--- src/rtl/present_pkg.sv ---
`default_nettype none
// ============================================================================
//  Module      : present_pkg
//  Description : Shared definitions for the PRESENT cipher core: S-box and
//                P-layer helpers (forward and inverse), FSM state type,
//                round count and round-counter injection positions.
//  Revision    : 1.0 - initial parametrised 80/128-bit enc/dec release
// ============================================================================
package present_pkg;

    localparam logic [4:0] ROUNDS = 5'd31;

    // Bit position where the round counter is XORed into the key register.
    localparam int RC_LSB_80  = 15;
    localparam int RC_LSB_128 = 62;

    typedef enum logic [1:0] {
        ST_IDLE   = 2'd0,
        ST_KEYEXP = 2'd1,
        ST_ROUND  = 2'd2,
        ST_DONE   = 2'd3
    } state_t;

    // Nibble n of each table holds S(n) / Sinv(n).
    localparam logic [63:0] SBOX_TBL     = 64'h21748FE3DA09B65C;
    localparam logic [63:0] SBOX_INV_TBL = 64'hA970364BD21C8FE5;

    function automatic int rc_lsb(input int key_w);
        return (key_w == 128) ? RC_LSB_128 : RC_LSB_80;
    endfunction

    function automatic logic [3:0] sbox(input logic [3:0] x);
        return SBOX_TBL[{x, 2'b00} +: 4];
    endfunction

    function automatic logic [3:0] sbox_inv(input logic [3:0] x);
        return SBOX_INV_TBL[{x, 2'b00} +: 4];
    endfunction

    function automatic logic [63:0] s_layer(input logic [63:0] x);
        logic [63:0] y;
        y = '0;
        for (int n = 0; n < 16; n++) begin
            y[6'(4 * n) +: 4] = sbox(x[6'(4 * n) +: 4]);
        end
        return y;
    endfunction

    function automatic logic [63:0] s_inv_layer(input logic [63:0] x);
        logic [63:0] y;
        y = '0;
        for (int n = 0; n < 16; n++) begin
            y[6'(4 * n) +: 4] = sbox_inv(x[6'(4 * n) +: 4]);
        end
        return y;
    endfunction

    // Bit i moves to position 16*i mod 63; bit 63 stays in place.
    function automatic logic [63:0] p_layer(input logic [63:0] x);
        logic [63:0] y;
        y = '0;
        for (int i = 0; i < 63; i++) begin
            y[6'((16 * i) % 63)] = x[6'(i)];
        end
        y[63] = x[63];
        return y;
    endfunction

    function automatic logic [63:0] p_inv_layer(input logic [63:0] x);
        logic [63:0] y;
        y = '0;
        for (int i = 0; i < 63; i++) begin
            y[6'(i)] = x[6'((16 * i) % 63)];
        end
        y[63] = x[63];
        return y;
    endfunction

endpackage
`default_nettype wire

--- src/rtl/present_key_sched.sv ---
`default_nettype none
// ============================================================================
//  Module      : present_key_sched
//  Description : Combinational PRESENT key-schedule step, forward or inverse.
//  Ports       : key      - current key register
//                rc       - round counter value for this step
//                dir      - 0 = forward schedule, 1 = inverse schedule
//                next_key - updated key register
//  Revision    : 1.0 - initial release
// ============================================================================
module present_key_sched
    import present_pkg::*;
#(
    parameter int KEY_W = 80
) (
    input  logic [KEY_W-1:0] key,
    input  logic [4:0]       rc,
    input  logic             dir,
    output logic [KEY_W-1:0] next_key
);

    localparam int RC_LSB = rc_lsb(KEY_W);

    logic [KEY_W-1:0] w_fwd;
    logic [KEY_W-1:0] w_inv_pre;
    logic [KEY_W-1:0] w_inv;

    always_comb begin
        // Forward: rotate left 61, substitute top nibble(s), inject counter.
        w_fwd = {key[KEY_W-62:0], key[KEY_W-1:KEY_W-61]};
        w_fwd[KEY_W-1 -: 4] = sbox(w_fwd[KEY_W-1 -: 4]);
        if (KEY_W == 128) begin
            w_fwd[KEY_W-5 -: 4] = sbox(w_fwd[KEY_W-5 -: 4]);
        end
        w_fwd[RC_LSB +: 5] = w_fwd[RC_LSB +: 5] ^ rc;

        // Inverse: undo the forward steps in reverse order.
        w_inv_pre = key;
        w_inv_pre[RC_LSB +: 5] = w_inv_pre[RC_LSB +: 5] ^ rc;
        w_inv_pre[KEY_W-1 -: 4] = sbox_inv(w_inv_pre[KEY_W-1 -: 4]);
        if (KEY_W == 128) begin
            w_inv_pre[KEY_W-5 -: 4] = sbox_inv(w_inv_pre[KEY_W-5 -: 4]);
        end
        w_inv = {w_inv_pre[60:0], w_inv_pre[KEY_W-1:61]};
    end

    assign next_key = dir ? w_inv : w_fwd;

endmodule
`default_nettype wire

--- src/rtl/present_core.sv ---
`default_nettype none
// ============================================================================
//  Module      : present_core
//  Description : PRESENT block cipher, one round per cycle, 80/128-bit key,
//                optional decryption, valid/ready on both sides.
//  Ports       : clk, reset            - clock, synchronous active-high reset
//                in_valid/in_ready     - request handshake
//                in_mode               - 0 encrypt, 1 decrypt
//                in_key/in_data        - key and 64-bit block
//                out_valid/out_ready   - result handshake
//                out_data              - 64-bit result
//                busy                  - core not idle
//  Revision    : 1.0 - successor of fixed PRESENT-80 encrypt-only core
// ============================================================================
module present_core
    import present_pkg::*;
#(
    parameter int KEY_W  = 80,
    parameter int DEC_EN = 1
) (
    input  logic             clk,
    input  logic             reset,
    input  logic             in_valid,
    output logic             in_ready,
    input  logic             in_mode,
    input  logic [KEY_W-1:0] in_key,
    input  logic [63:0]      in_data,
    output logic             out_valid,
    input  logic             out_ready,
    output logic [63:0]      out_data,
    output logic             busy
);

    if (KEY_W != 80 && KEY_W != 128) begin : g_bad_key_w
        $error("present_core: KEY_W must be 80 or 128");
    end

    state_t           r_fsm;
    state_t           w_fsm_next;
    logic [63:0]      r_state;
    logic [KEY_W-1:0] r_key;
    logic [4:0]       r_rc;
    logic             r_mode;
    logic [63:0]      r_out_data;
    logic             r_out_valid;

    logic             w_dec_mode;
    logic             w_start_dec;
    logic             w_key_dir;
    logic [KEY_W-1:0] w_next_key;
    logic [63:0]      w_rk;
    logic [63:0]      w_nk;
    logic [63:0]      w_mix;
    logic [63:0]      w_round;
    logic             w_last;

    // Gating with DEC_EN lets the decrypt path fold away in encrypt-only builds.
    assign w_dec_mode  = (DEC_EN != 0) && r_mode;
    assign w_start_dec = (DEC_EN != 0) && in_mode;
    // KEYEXP walks forward to K32; only decrypt rounds step the key backwards.
    assign w_key_dir   = (r_fsm == ST_ROUND) && w_dec_mode;

    present_key_sched #(
        .KEY_W    (KEY_W)
    ) u_key_sched (
        .key      (r_key),
        .rc       (r_rc),
        .dir      (w_key_dir),
        .next_key (w_next_key)
    );

    assign w_rk    = r_key[KEY_W-1 -: 64];
    assign w_nk    = w_next_key[KEY_W-1 -: 64];
    assign w_mix   = r_state ^ w_rk;
    assign w_round = w_dec_mode ? s_inv_layer(p_inv_layer(w_mix))
                                : p_layer(s_layer(w_mix));
    assign w_last  = w_dec_mode ? (r_rc == 5'd1) : (r_rc == ROUNDS);

    // ---------------------------------------------------------------- state
    always_ff @(posedge clk) begin
        if (reset) begin
            r_fsm <= ST_IDLE;
        end else begin
            r_fsm <= w_fsm_next;
        end
    end

    // ----------------------------------------------------------- next state
    always_comb begin
        w_fsm_next = r_fsm;
        case (r_fsm)
            ST_IDLE:   if (in_valid) w_fsm_next = w_start_dec ? ST_KEYEXP : ST_ROUND;
            ST_KEYEXP: if (r_rc == ROUNDS) w_fsm_next = ST_ROUND;
            ST_ROUND:  if (w_last) w_fsm_next = ST_DONE;
            ST_DONE:   if (out_ready) w_fsm_next = ST_IDLE;
            default:   w_fsm_next = ST_IDLE;
        endcase
    end

    // -------------------------------------------------------------- outputs
    always_comb begin
        in_ready  = (r_fsm == ST_IDLE) && !reset;
        busy      = (r_fsm != ST_IDLE);
        out_valid = r_out_valid;
        out_data  = r_out_data;
    end

    // ------------------------------------------------------------- datapath
    always_ff @(posedge clk) begin
        if (reset) begin
            r_state     <= '0;
            r_key       <= '0;
            r_rc        <= '0;
            r_mode      <= 1'b0;
            r_out_data  <= '0;
            r_out_valid <= 1'b0;
        end else begin
            case (r_fsm)
                ST_IDLE: begin
                    if (in_valid) begin
                        r_state <= in_data;
                        r_key   <= in_key;
                        r_mode  <= w_start_dec;
                        r_rc    <= 5'd1;
                    end
                end
                ST_KEYEXP: begin
                    // State register deliberately left untouched here.
                    r_key <= w_next_key;
                    r_rc  <= (r_rc == ROUNDS) ? ROUNDS : r_rc + 5'd1;
                end
                ST_ROUND: begin
                    r_state <= w_round;
                    r_key   <= w_next_key;
                    if (w_last) begin
                        // w_nk is K32 (encrypt) or K1 (decrypt): final whitening.
                        r_out_data  <= w_round ^ w_nk;
                        r_out_valid <= 1'b1;
                    end else begin
                        r_rc <= w_dec_mode ? r_rc - 5'd1 : r_rc + 5'd1;
                    end
                end
                ST_DONE: begin
                    if (out_ready) begin
                        r_out_valid <= 1'b0;
                        r_key       <= '0;
                        r_state     <= '0;
                    end
                end
                default: ;
            endcase
        end
    end

endmodule
`default_nettype wire
--- config.mk ---
export PLATFORM = sky130hd
export DESIGN_NAME = present_core
export DESIGN_NICKNAME = d
export VERILOG_FILES = /design/src/rtl/present_pkg.sv /design/src/rtl/present_key_sched.sv /design/src/rtl/present_core.sv
export SDC_FILE = /design/constraint.sdc
export NUM_CORES = 1
export LEC_CHECK = 0
export BUFFER_PORTS_ARGS = -buffer_cell sky130_fd_sc_hd__buf_2
export CAP_MARGIN = 20
export CELL_PAD_IN_SITES_DETAIL_PLACEMENT = 0
export CELL_PAD_IN_SITES_GLOBAL_PLACEMENT = 1
export CORE_UTILIZATION = 45
export CTS_BUF_LIST = sky130_fd_sc_hd__clkbuf_2 sky130_fd_sc_hd__clkbuf_4 sky130_fd_sc_hd__clkbuf_8
export DETAILED_ROUTE_END_ITERATION = 10
export PLACE_DENSITY = 0.93
export SETUP_SLACK_MARGIN = 0.5
export SLEW_MARGIN = 20
export SYNTH_ARGS = -nofsm -noshare
export SYNTH_HDL_FRONTEND = slang
export SYNTH_HIERARCHICAL = 1
export SYNTH_SLANG_ARGS = --single-unit
--- constraint.sdc ---
create_clock -name clk -period 7.45 [get_ports clk]
set_input_delay 1.1175 -clock clk [delete_from_list [all_inputs] [get_ports clk]]
set_output_delay 1.1175 -clock clk [all_outputs]
set_load 0.05 [all_outputs]
==> impl_metrics.toml <==
[logic_synthesis]
synth_seq_cells = 169
yosys_warnings = 6
ys_dominant_reg_cell = "dfxtp_1"
yosys.area.top_type_share_pct = 34.7
yosysSeqAreaShare_pct = 34.7
synth_area_leader_cell = "dfxtp_1"
synth.distinct_cells = 54
netlist_area_um2 = 9760
synth_edf_count = 0
ys_async_sr_fraction_pct = 0
netlist_instances = 1162
syn_area_per_cell_um2 = 8.40
synthTopCellsByArea = "dfxtp_1 35%, mux2_2 7.7%, a211oi_1 6.7%"

[clock_tree]
cts_made_buffers = 17
clk_latency_ns = 0.48
root_buffer = "clkbuf_8"
cts_tree = "built"
clockBufferDepth = 2
h-tree-depth = 4
cts-resized-gates = 0
clock-sinks = 169
post_cts_buffers = 0
cts.clk_slew.worst_paths_ns = 0.09
postCtsHoldBufs = 0

[worst_setup_path]
critPathArrivalTime_ns = 4.51
start_kind = "register"
max_stage_delay_ns = 0.90
ff2ff_path_depth = 9
cpMaxStageDelayCell = "ha_1"
crit_buf_inv = 3
endpoint_kind = "register"
reg2reg_setup_slack_ns = 3.34
cp_max_fo = 50
crit_family = "buffers and inverters"
critical_path_cell_count = 9
path_cells = "inv_1, ha_1, nand2_1, inv_2, buf_4, o22ai_1, a31oi_1, xnor2_1, a211oi_1"
criticalPathCategory = "register to register"
cp.required_ns = 7.85

[placed_design]
dp_cells = 1518
hpwlAfterDp_um = 20400
numPortBuffers = 167
dpl_worst_slack_ns = 3.45
place_congestion = 0.846

[sta]
tightestPinTransition_ns = 1.07
post-route-min-period_ns = 4.11
rsz0062_at_grt = "no"
setup_ws_ns = 3.34
setup_viol = 0
slew_viol_final = 0
fin_crit_sh_pct = 55.2
finalHoldViolations = 0
fmax_ghz = 0.243
slew_headroom_pct = 28.8
tns_ns = 0
final.setup_skew_ns = 0.0160
hold_slack_ns = 0.453

[drt]
detail-route-antenna-nets = 0
firstDrtPassIters = 5
vias = 8685
drt_iter0_markers = 788
drc = 0
viasPerCell = 5.59
routed_wl_um = 28500
wl_per_cell_um = 18.4

[final_layout]
drive_above_1_share_pct = 24.5
areaGrowthSynthToFinish_pct = 12.3
fin_cells = 1553
n_fill_cell = 2103
ff_latch_area_um2 = 3380
nets = 1448
multiInputGateArea_um2 = 5750

[grt]
use_met2_pct = 43.4
grt_overflow = 0
grt_max_degree = 111
track_usage_pct = 25.8
grt_pass1_wl_um = 43900
antenna_found_initial = 3
grt_pass1_vias = 8143
top_usage_layer = "met2"
met3_usage_pct = 4.92
grt_use_met1_pct = 32.4

[floorplan]
die_area_um2 = 22300
start_util_pct = 46.1
core_um2 = 21200
die_h_um = 149
die_w_um = 149
rows = 53
boundaryPins = 216

[power]
p_leak_nw = 4.48
p_total_mw = 4.54
ir_drop_mv = 0.162
cellPowerDensity_nw_per_um2 = 414

[status]
outcome = "finished clean"

[run]
cap_violations = 0

[worst_hold_path]
whs_path_depth = 2
hold_path_class = "register to register"
==> cell usage in the layout (no fill, tap or decap), drive strengths merged, types with 2 or more instances in the layout <==
| master | instances |
|---|---|
| buf | 179 |
| xor2 | 31 |
| clkinv | 4 |
| nor2b | 6 |
| a31oi | 2 |
| and3 | 3 |
| mux4 | 11 |
| nand3 | 24 |
| nand2b | 3 |
| o211ai | 3 |
| mux2i | 14 |
| clkbuf | 18 |
| ha | 37 |
| nor2 | 151 |
| clkinvlp | 3 |
| diode | 3 |
| a211oi | 87 |
| bufinv | 2 |
| a221oi | 16 |
| nand2 | 151 |
| mux2 | 67 |
| o21ai | 9 |
| nor3 | 23 |
| inv | 39 |
| a22oi | 48 |
| dfxtp | 169 |
| xnor2 | 37 |
| o221ai | 2 |
| conb | 16 |
| nor4 | 3 |
| a21oi | 100 |
==> path summary, 6_finish.rpt <==
path | to | from
max | out_data[2] | r_fsm[0]
min | out_data[16] | out_data[16]
max reg2reg | out_data[2] | r_fsm[0]
min reg2reg | out_data[16] | out_data[16]
==> cell usage after synthesis, types with 2 or more instances <==
| cell | number |
|---|---|
| xor2_2 | 3 |
| clkbuf_1 | 50 |
| inv_2 | 3 |
| a22oi_1 | 48 |
| o211ai_1 | 3 |
| nor2_1 | 151 |
| and3_1 | 3 |
| mux2_2 | 67 |
| xnor2_1 | 37 |
| buf_2 | 29 |
| buf_1 | 9 |
| xor2_1 | 28 |
| nand2b_1 | 3 |
| mux4_2 | 11 |
| nand2_1 | 150 |
| a31oi_1 | 2 |
| nor3_1 | 22 |
| buf_4 | 17 |
| buf_6 | 8 |
| nand3_1 | 24 |
| a211oi_1 | 87 |
| o21ai_0 | 9 |
| ha_1 | 37 |
| mux2i_1 | 14 |
| inv_1 | 31 |
| dfxtp_1 | 169 |
| a21oi_1 | 99 |
| nor2b_1 | 5 |
| nor4_2 | 3 |
| a221oi_1 | 16 |
==> kinds of logic (layout without fill, tap and decap cells) <==
logic type / after synthesis / in the layout / synth area share (%)
AO/OA/AOI/OAI: 277 / 277 / 19.1
AND/OR/NAND/NOR: 371 / 371 / 16.2
multiplexers: 92 / 92 / 11.7
buffers and inverters: 147 / 245 / 7.29
adder cells (fa/ha/maj): 37 / 37 / 4.74
other: 1 / 19 / 0.0384
XOR/XNOR: 68 / 68 / 6.33
flip-flops: 169 / 169 / 34.7
==> registers in the layout, summed over array words and instances (netlist names) <==
name / count
r_key: 80
r_mode: 1
out_data: 48
out_valid: 1
r_fsm: 2
r_state: 32
r_rc: 5
==> area by class of cell <==
type                            instances  share of cell area, %
Timing Repair Buffer                  179                   8.58
Tap cell                              275                   3.14
Clock buffer                           18                   2.26
Multi-Input combinational cell        861                   52.4
Clock inverter                         14                   1.50
Sequential cell                       169                   30.9
Inverter                               34                   1.16
Antenna cell                            3                 0.0685
==> metal layers <==
layer | part of all wire (%) | routed length [µm]
met4 | 3.1 | 884
met3 | 6.3 | 1810
met1 | 42 | 12100
met5 | 0 | 0
met2 | 48 | 13700
==> per-stage QoR <==
| step | instance area [µm²] | utilization (%) |
|---|---|---|
| 6_report | 11000 | 51.8 |
| 5_1_grt | 11000 | 51.8 |
| 3_5_place_dp | 10500 | 49.8 |
| 4_1_cts | 11000 | 51.8 |
| 2_1_floorplan | 9820 | - |
| 3_3_place_gp | 10500 | 49.7 |
==> worst min-delay path: cells and delay by family (launching register included) <==
family,cells,cell delay (ns)
flops,1,0.32
compound gates,1,0.05
simple gates,1,0.05
==> power breakdown <==
part | leakage (nW) | switching [mW] | internal, mW
clock | 0.199 | 0.379 | 0.315
sequential | 1.39 | 0.323 | 1.16
combinational | 2.90 | 1.39 | 0.971
Note: power is estimated with default switching activity, not from simulation.
